File: src/rtl/cwd_string_server.sv
// rtl/cwd_string_server.sv - streams the captured CWD string to one of two requesters
//
// Purpose:
//   Arbitrates round-robin between two requesters. On a grant it snapshots
//   the CWD vector and its length-error flag, skips the leading null padding,
//   then streams the remaining bytes one per handshake. A 0x00 terminator
//   beat (out_last=1) ends each transfer and carries the length-error flag.
//
// Ports:
//   clk        clock
//   reset      synchronous, active-high reset
//   cwd        packed CWD, byte k = cwd[8k:8k+7], byte 0 leftmost
//   len_err    reader overflow flag
//   req        request per requester
//   gnt        one-hot grant, held for the whole transfer
//   out_data   current character
//   out_valid  out_data valid
//   out_ready  consumer accepts
//   out_last   marks the terminator beat
//   out_err    len_err snapshot, valid only on the terminator beat
//   busy       transfer in progress (state is not IDLE)

module cwd_string_server #(
  parameter int length = 100
) (
  input  logic                  clk,
  input  logic                  reset,
  input  logic [0:length*8-1]   cwd,
  input  logic                  len_err,
  input  logic [1:0]            req,
  output logic [1:0]            gnt,
  output logic [7:0]            out_data,
  output logic                  out_valid,
  input  logic                  out_ready,
  output logic                  out_last,
  output logic                  out_err,
  output logic                  busy
);

  localparam int IW = $clog2(length + 1);

  typedef enum logic [1:0] {
    S_IDLE,
    S_SCAN,
    S_SEND,
    S_TERM
  } state_t;

  state_t              state_q, state_d;
  logic [1:0]          gnt_q, gnt_d;
  logic                last_q, last_d;     // index of the requester granted last
  logic [0:length*8-1] snap_q, snap_d;
  logic                err_snap_q, err_snap_d;
  logic [IW-1:0]       idx_q, idx_d;
  logic [7:0]          out_data_q, out_data_d;
  logic                out_valid_q, out_valid_d;
  logic                out_last_q, out_last_d;
  logic                out_err_q, out_err_d;

  logic [7:0]          cur_byte;
  logic [7:0]          nxt_byte;
  logic                win;

  // Byte at idx and at idx+1 from the snapshot. Index values past the end
  // (idx==length while scanning) simply match nothing and read as 0x00.
  always_comb begin
    cur_byte = 8'h00;
    nxt_byte = 8'h00;
    for (int k = 0; k < length; k++) begin
      if (idx_q == IW'(k)) begin
        cur_byte = snap_q[k*8 +: 8];
      end
      if ((idx_q + IW'(1)) == IW'(k)) begin
        nxt_byte = snap_q[k*8 +: 8];
      end
    end
  end

  // On a tie the requester that was not served last wins; a lone requester
  // always wins.
  always_comb begin
    if (req == 2'b11) begin
      win = ~last_q;
    end else begin
      win = req[1];
    end
  end

  always_comb begin
    state_d     = state_q;
    gnt_d       = gnt_q;
    last_d      = last_q;
    snap_d      = snap_q;
    err_snap_d  = err_snap_q;
    idx_d       = idx_q;
    out_data_d  = out_data_q;
    out_valid_d = out_valid_q;
    out_last_d  = out_last_q;
    out_err_d   = out_err_q;

    case (state_q)
      S_IDLE: begin
        if (req != 2'b00) begin
          gnt_d      = win ? 2'b10 : 2'b01;
          last_d     = win;
          snap_d     = cwd;
          err_snap_d = len_err;
          idx_d      = '0;
          state_d    = S_SCAN;
        end
      end

      S_SCAN: begin
        if (idx_q == IW'(length)) begin
          state_d     = S_TERM;
          out_valid_d = 1'b1;
          out_data_d  = 8'h00;
          out_last_d  = 1'b1;
          out_err_d   = err_snap_q;
        end else if (cur_byte != 8'h00) begin
          state_d     = S_SEND;
          out_valid_d = 1'b1;
          out_data_d  = cur_byte;
          out_last_d  = 1'b0;
        end else begin
          idx_d = idx_q + IW'(1);
        end
      end

      S_SEND: begin
        // Once the first non-null byte is found every remaining byte is
        // sent verbatim, embedded nulls included.
        if (out_ready) begin
          if (idx_q == IW'(length - 1)) begin
            state_d     = S_TERM;
            out_data_d  = 8'h00;
            out_last_d  = 1'b1;
            out_err_d   = err_snap_q;
          end else begin
            idx_d      = idx_q + IW'(1);
            out_data_d = nxt_byte;
          end
        end
      end

      S_TERM: begin
        if (out_ready) begin
          state_d     = S_IDLE;
          gnt_d       = 2'b00;
          out_valid_d = 1'b0;
          out_data_d  = 8'h00;
          out_last_d  = 1'b0;
          out_err_d   = 1'b0;
        end
      end

      default: begin
        state_d = S_IDLE;
      end
    endcase
  end

  always_ff @(posedge clk) begin
    if (reset) begin
      state_q     <= S_IDLE;
      gnt_q       <= 2'b00;
      last_q      <= 1'b1;
      err_snap_q  <= 1'b0;
      idx_q       <= '0;
      out_data_q  <= 8'h00;
      out_valid_q <= 1'b0;
      out_last_q  <= 1'b0;
      out_err_q   <= 1'b0;
    end else begin
      state_q     <= state_d;
      gnt_q       <= gnt_d;
      last_q      <= last_d;
      err_snap_q  <= err_snap_d;
      idx_q       <= idx_d;
      out_data_q  <= out_data_d;
      out_valid_q <= out_valid_d;
      out_last_q  <= out_last_d;
      out_err_q   <= out_err_d;
    end
  end

  // The snapshot is only read after a grant has loaded it, so it needs no reset.
  always_ff @(posedge clk) begin
    snap_q <= snap_d;
  end

  assign gnt       = gnt_q;
  assign out_data  = out_data_q;
  assign out_valid = out_valid_q;
  assign out_last  = out_last_q;
  assign out_err   = out_err_q;
  assign busy      = (state_q != S_IDLE);

endmodule

File: config.mk
export PLATFORM = sky130hd
export DESIGN_NAME = cwd_string_server
export DESIGN_NICKNAME = d
export VERILOG_FILES = /design/src/rtl/cwd_string_server.sv
export SDC_FILE = /design/constraint.sdc
export NUM_CORES = 1
export LEC_CHECK = 0
export ABC_AREA = 1
export CAP_MARGIN = 20
export CORE_ASPECT_RATIO = 1.4
export CORE_UTILIZATION = 40
export DETAILED_ROUTE_END_ITERATION = 16
export GPL_ROUTABILITY_DRIVEN = 0
export GPL_TIMING_DRIVEN = 0
export HOLD_SLACK_MARGIN = 0.06
export SYNTH_ARGS = -nofsm -noshare
export SYNTH_HDL_FRONTEND = slang
export SYNTH_SLANG_ARGS = --single-unit
export TNS_END_PERCENT = 5
File: constraint.sdc
create_clock -name clk -period 56.9 [get_ports clk]
set_input_delay 11.38 -clock clk [delete_from_list [all_inputs] [get_ports clk]]
set_output_delay 11.38 -clock clk [all_outputs]
set_load 0.02 [all_outputs]
Yosys cells after proc, flatten, opt, wreduce, memory -nomap -nowiden:

Cells that the tools add are included.

* $add $sub $neg: 1
* equality and inequality tests: 212
* multiplexer cells: 236
* bitwise operators: 1
* reduce and logical (&&, ||, !) cells: 18

Operators with widths (number)
* 8-bit two-way mux: 205
* 7-bit equality test (second input constant): 73
* 7-bit by 6-bit equality test with 1-bit output (second input constant): 64
* 7-bit by 5-bit equality test with 1-bit output (second input constant): 32
* 7-bit by 4-bit equality test with 1-bit output (second input constant): 16
* 7-bit by 3-bit equality test with 1-bit output (second input constant): 8
* 7-bit two-way mux: 5
* 7-bit by 2-bit equality test with 1-bit output (second input constant): 4
* 8-bit case mux with 3 select lines: 1
* 7-bit case mux with 3 select lines: 1
* 2-bit two-way mux: 8
* 2-bit != test (second input constant): 8
* 5-bit AND reduction: 3
* 7-bit by 1-bit equality test with 1-bit output (second input constant): 2
* 7-bit logical NOT: 2
* 1-bit two-way mux: 11
* 2-bit case mux with 4 select lines: 1
* 2-bit nonzero test: 4
* 8-bit nonzero test: 1
* 7-bit by 1-bit adder with 7-bit output (second input constant): 1
* 2-bit equality test (second input constant): 3
* 1-bit case mux with 3 select lines: 2
* 3-bit AND reduction: 2
* 6-bit AND reduction: 1
* other kinds (9): 10

* bits in registers: 824
* logic and storage cells: 478

Logic depth before layout (Yosys ltp):

* depth in word-level cells: 105
* mapped depth: 118
* depth with buffers taken out: 118

Least setup slack after synthesis:

OpenSTA, ideal clock, no wires.

* kind: input -> register
* start: in req[0]
* end: reg err_snap_q
* library setup time: 0.203 ns
* arrival: 53.293 ns
* data required time: 56.697 ns
* path slack: 3.404 ns
* stages: 5
* buffers on the path: 0
* cells stage by stage: inv_1 > a21oi_1 > inv_1 > o21ai_0 > a21oi_1

* longest elaborated chain between the ends: 2

RTL lines
* from (decl): RTL line 30 `input logic [1:0] req,`
* 2-bit nonzero test: RTL line 103 `if (req != 2'b00) begin`
* 2-bit AND reduction (no source line)
* to (signal assigned): RTL line 178 `err_snap_q <= err_snap_d;`
* to (decl): RTL line 53 `logic err_snap_q, err_snap_d;`

No other way between the ends.
A chain may end at the register's enable or synchronous reset.

Worst setup path after layout:

* start: reg state_q[0]
* end: out busy

* longest elaborated chain between the ends: 1

RTL lines
* from (decl): RTL line 49 `state_t state_q, state_d;`
* from (signal assigned): RTL line 175 `state_q <= state_d;`
* 2-bit nonzero test: RTL line 197 `assign busy = (state_q != S_IDLE);`
* to (decl): RTL line 37 `output logic busy`

No other way between the ends.

==> metrics.csv <==
metric,value,unit
drive_above_1_share,0.04705,
pin_count,820,
clock_skew,36.59,ps
clkTransAtPathRegs,60,ps
dpl.cell_count,8405,
min_path_type,flip-flop to flip-flop,
wl_per_cell,22.05,microns
totalPowerFinal,3.724,mW
synth_cell_type_count,40,
cts_tree,yes,
hold_viol_final,0,
cts_max_level,3,
reg2reg_from,idx_q[1],
row_count,147,
synthTopCellsByArea,"edfxtp_1 (52%), nand2_1 (17%), inv_1 (9.5%)",
yosys_warnings,0,
dieArea,117200,sq um
power.leakage,25.43,nW
avgSynthCellArea,7.647,sq um
globalRouteOverflowTotal,0,
layout_min_cycle_time,13870,ps
sequentialPowerShare,0.270,
drtAntennaViolNets,0,
max-vdd-ir-drop,0.03494,mV
fin_nets,7821,
maxCapViolations,0,
initialDrtViolationCount,4096,
ys_async_sr_fraction,0,
whs_path_depth,2,
worstPathRequired,45520,ps
pwr-share-comb,0.567,
drc,0,
setup_viol,0,
first_pass_iters,7,
wirelength,190000,microns
clockBufferDepth,3,
pwr_density_cell,61.81,nW/um^2
p_clk_frac,0.163,
gr-usage-all-layers,0.3155,
reg2reg_depth,110,
grt_max_degree,33,
status,"finished, final reports clean",
fin_cells,8617,
reg2reg_to,out_data[6],
synth_nets,6877,
fmax,72.08,MHz
yosysSeqAreaShare,0.5288,
critPathKind,flip-flop to primary output,
synth_edf_count,800,
r2r_slack,45950,ps
p_int,1.858,mW
viasPerCell,5.068,
slew_viol_final,0,
portBuffers,819,
critPathLaunch,state_q[0],
via_count,43670,
fin_hold_ws,456.1,ps
dp_hpwl,150800,microns
synth_seq_cells,824,
grt_pass1_wl,267300,microns
swShare,0.5011,
mappedNetlistArea,46340,sq um
area_growth,30.01,%
chipHeight,404.7,microns
hp-start,out_err,
clkLatencyLatePin,710,ps
pre_cts_slack,42680,ps
final_util,0.5249,
grt_pass1_vias,41450,
postLayoutCellArea,60250,sq um
tns,0,ps
cts_buffers,87,
period_share,0.2438,
syn_inst,6060,
min_to,out_err,
post_cts_buffers,0,
core,114800,sq um
start_util,0.4038,
cp.arrival,2490,ps
post_cts_resized,0,
worst-path-max-fanout,8,
worstMarginPinSlew,1115,ps
fill_cells,10870,
layout_setup_ws,43030,ps
rsz0062_at_grt,false,
relSlewSlack,0.2557,
antenna_found_initial,64,
cp-start-kind,flip-flop,
root_buffer,clkbuf_16,
clock_sinks,824,
power_switching,1.866,mW
synth_top_area_frac,0.5184,
synth_top_area_cell,edfxtp_1,
place_area,57130,sq um
ys.flop_type,edfxtp_1,
die_w,289.7,microns
ctsHoldBuffers,0,
end_kind,primary output,
synthesized netlist by cell type, types with 16 or more instances:
cell and count:
nand2_1 2156, inv_1 1170, edfxtp_1 800, o21ai_0 552
a21oi_1 429, nor2_1 357, nand3_1 170, clkbuf_1 145
or2_2 62, o21ai_1 31, buf_2 26, dfxtp_1 24
inv_2 21, nand4_1 16
power groups by stage:
stage / registers [mW] / logic, mW / clock network (mW)
CTS: 1.00 / 2.07 / 0.617
finish: 1.01 / 2.11 / 0.607
global placement: 1.61 / 2.00 / 0
detailed placement: 1.01 / 2.06 / 0
global route: 1.02 / 2.31 / 0.637
floorplan: 1.37 / 1.21 / 0
routing by layer:
layer	vias to the layer above	track usage	share of wire
met5	-	0	0.0012
met4	36	0.1975	0.062
met3	478	0.06475	0.092
met2	2346	0.5297	0.48
met1	19800	0.3650	0.36
li1	21010	-	-
cells in the final DEF, fill, tap and decap left out, types with 4 or more instances in the layout:
| cell type | netlist | layout |
|---|---|---|
| nand2_1 | 2156 | 2156 |
| inv_1 | 1170 | 1170 |
| clkdlybuf4s50_1 | 0 | 819 |
| edfxtp_1 | 800 | 800 |
| o21ai_0 | 552 | 552 |
| a21oi_1 | 429 | 428 |
| nor2_1 | 357 | 355 |
| nand3_1 | 170 | 170 |
| clkbuf_1 | 145 | 154 |
| clkbuf_16 | 0 | 89 |
| or2_2 | 62 | 62 |
| diode_2 | 0 | 49 |
| o21ai_1 | 31 | 31 |
| buf_2 | 26 | 27 |
| buf_12 | 0 | 26 |
| dfxtp_1 | 24 | 24 |
| inv_2 | 21 | 21 |
| clkinv_1 | 6 | 18 |
| nand4_1 | 16 | 16 |
| clkinv_2 | 0 | 14 |
| o211ai_1 | 12 | 12 |
| bufinv_16 | 0 | 12 |
| ha_1 | 11 | 11 |
| nor2_2 | 8 | 10 |
| clkinvlp_4 | 0 | 10 |
| nor3_1 | 8 | 8 |
| inv_6 | 0 | 8 |
| nor2_4 | 7 | 7 |
| nand2_2 | 6 | 6 |
| a21oi_2 | 6 | 6 |
| clkinv_4 | 0 | 6 |
| buf_6 | 4 | 5 |
| nand3b_1 | 5 | 5 |
| buf_16 | 0 | 5 |
| o21bai_1 | 4 | 4 |
worst max-delay path, cell delays in order, from the launching register on:
cell and delay [ps]:
dfxtp_1 340, inv_1 150, ha_1 260, clkinv_1 350
clkdlybuf4s50_1 680
flip-flops by register name, summed over array words and instances (netlist names):
name        cells
err_snap_q      1
gnt             2
idx_q           7
last_q          1
out_data        8
out_err         1
out_last        1
out_valid       1
snap_q        800
state_q         2
area by class of cell:
class	count	area, sq um	share of cell area
timing repair buffer	855	8910	0.1479
clock inverter	65	733.2	0.01217
inverter	1197	4493	0.07458
clock buffer	98	2261	0.03753
antenna	49	122.6	0.002035
multi-input combinational	3862	16620	0.2759
tap	1490	1864	0.03094
buffer	177	734.5	0.01219
sequential	824	24500	0.4067
cell families after synthesis:
family          share of synthesized area
compound gates                     0.1143
fa+ha+maj                        0.002970
buf+inv                            0.1128
flops                              0.5288
simple gates                       0.2411
how the worst max path moves through the flow:
| stage | cells after the start | end | slack [ps] |
|---|---|---|---|
| final | 4 | busy | 43030 |
| after global routing | 4 | busy | 42990 |
| after CTS | 4 | busy | 43020 |
| after detailed placement | 9 | snap_q[441] | 42680 |
| after global placement | 6 | err_snap_q | -16380 |
| after floorplan | 5 | err_snap_q | 3400 |
No activity file was read; power rests on OpenSTA's default activity.
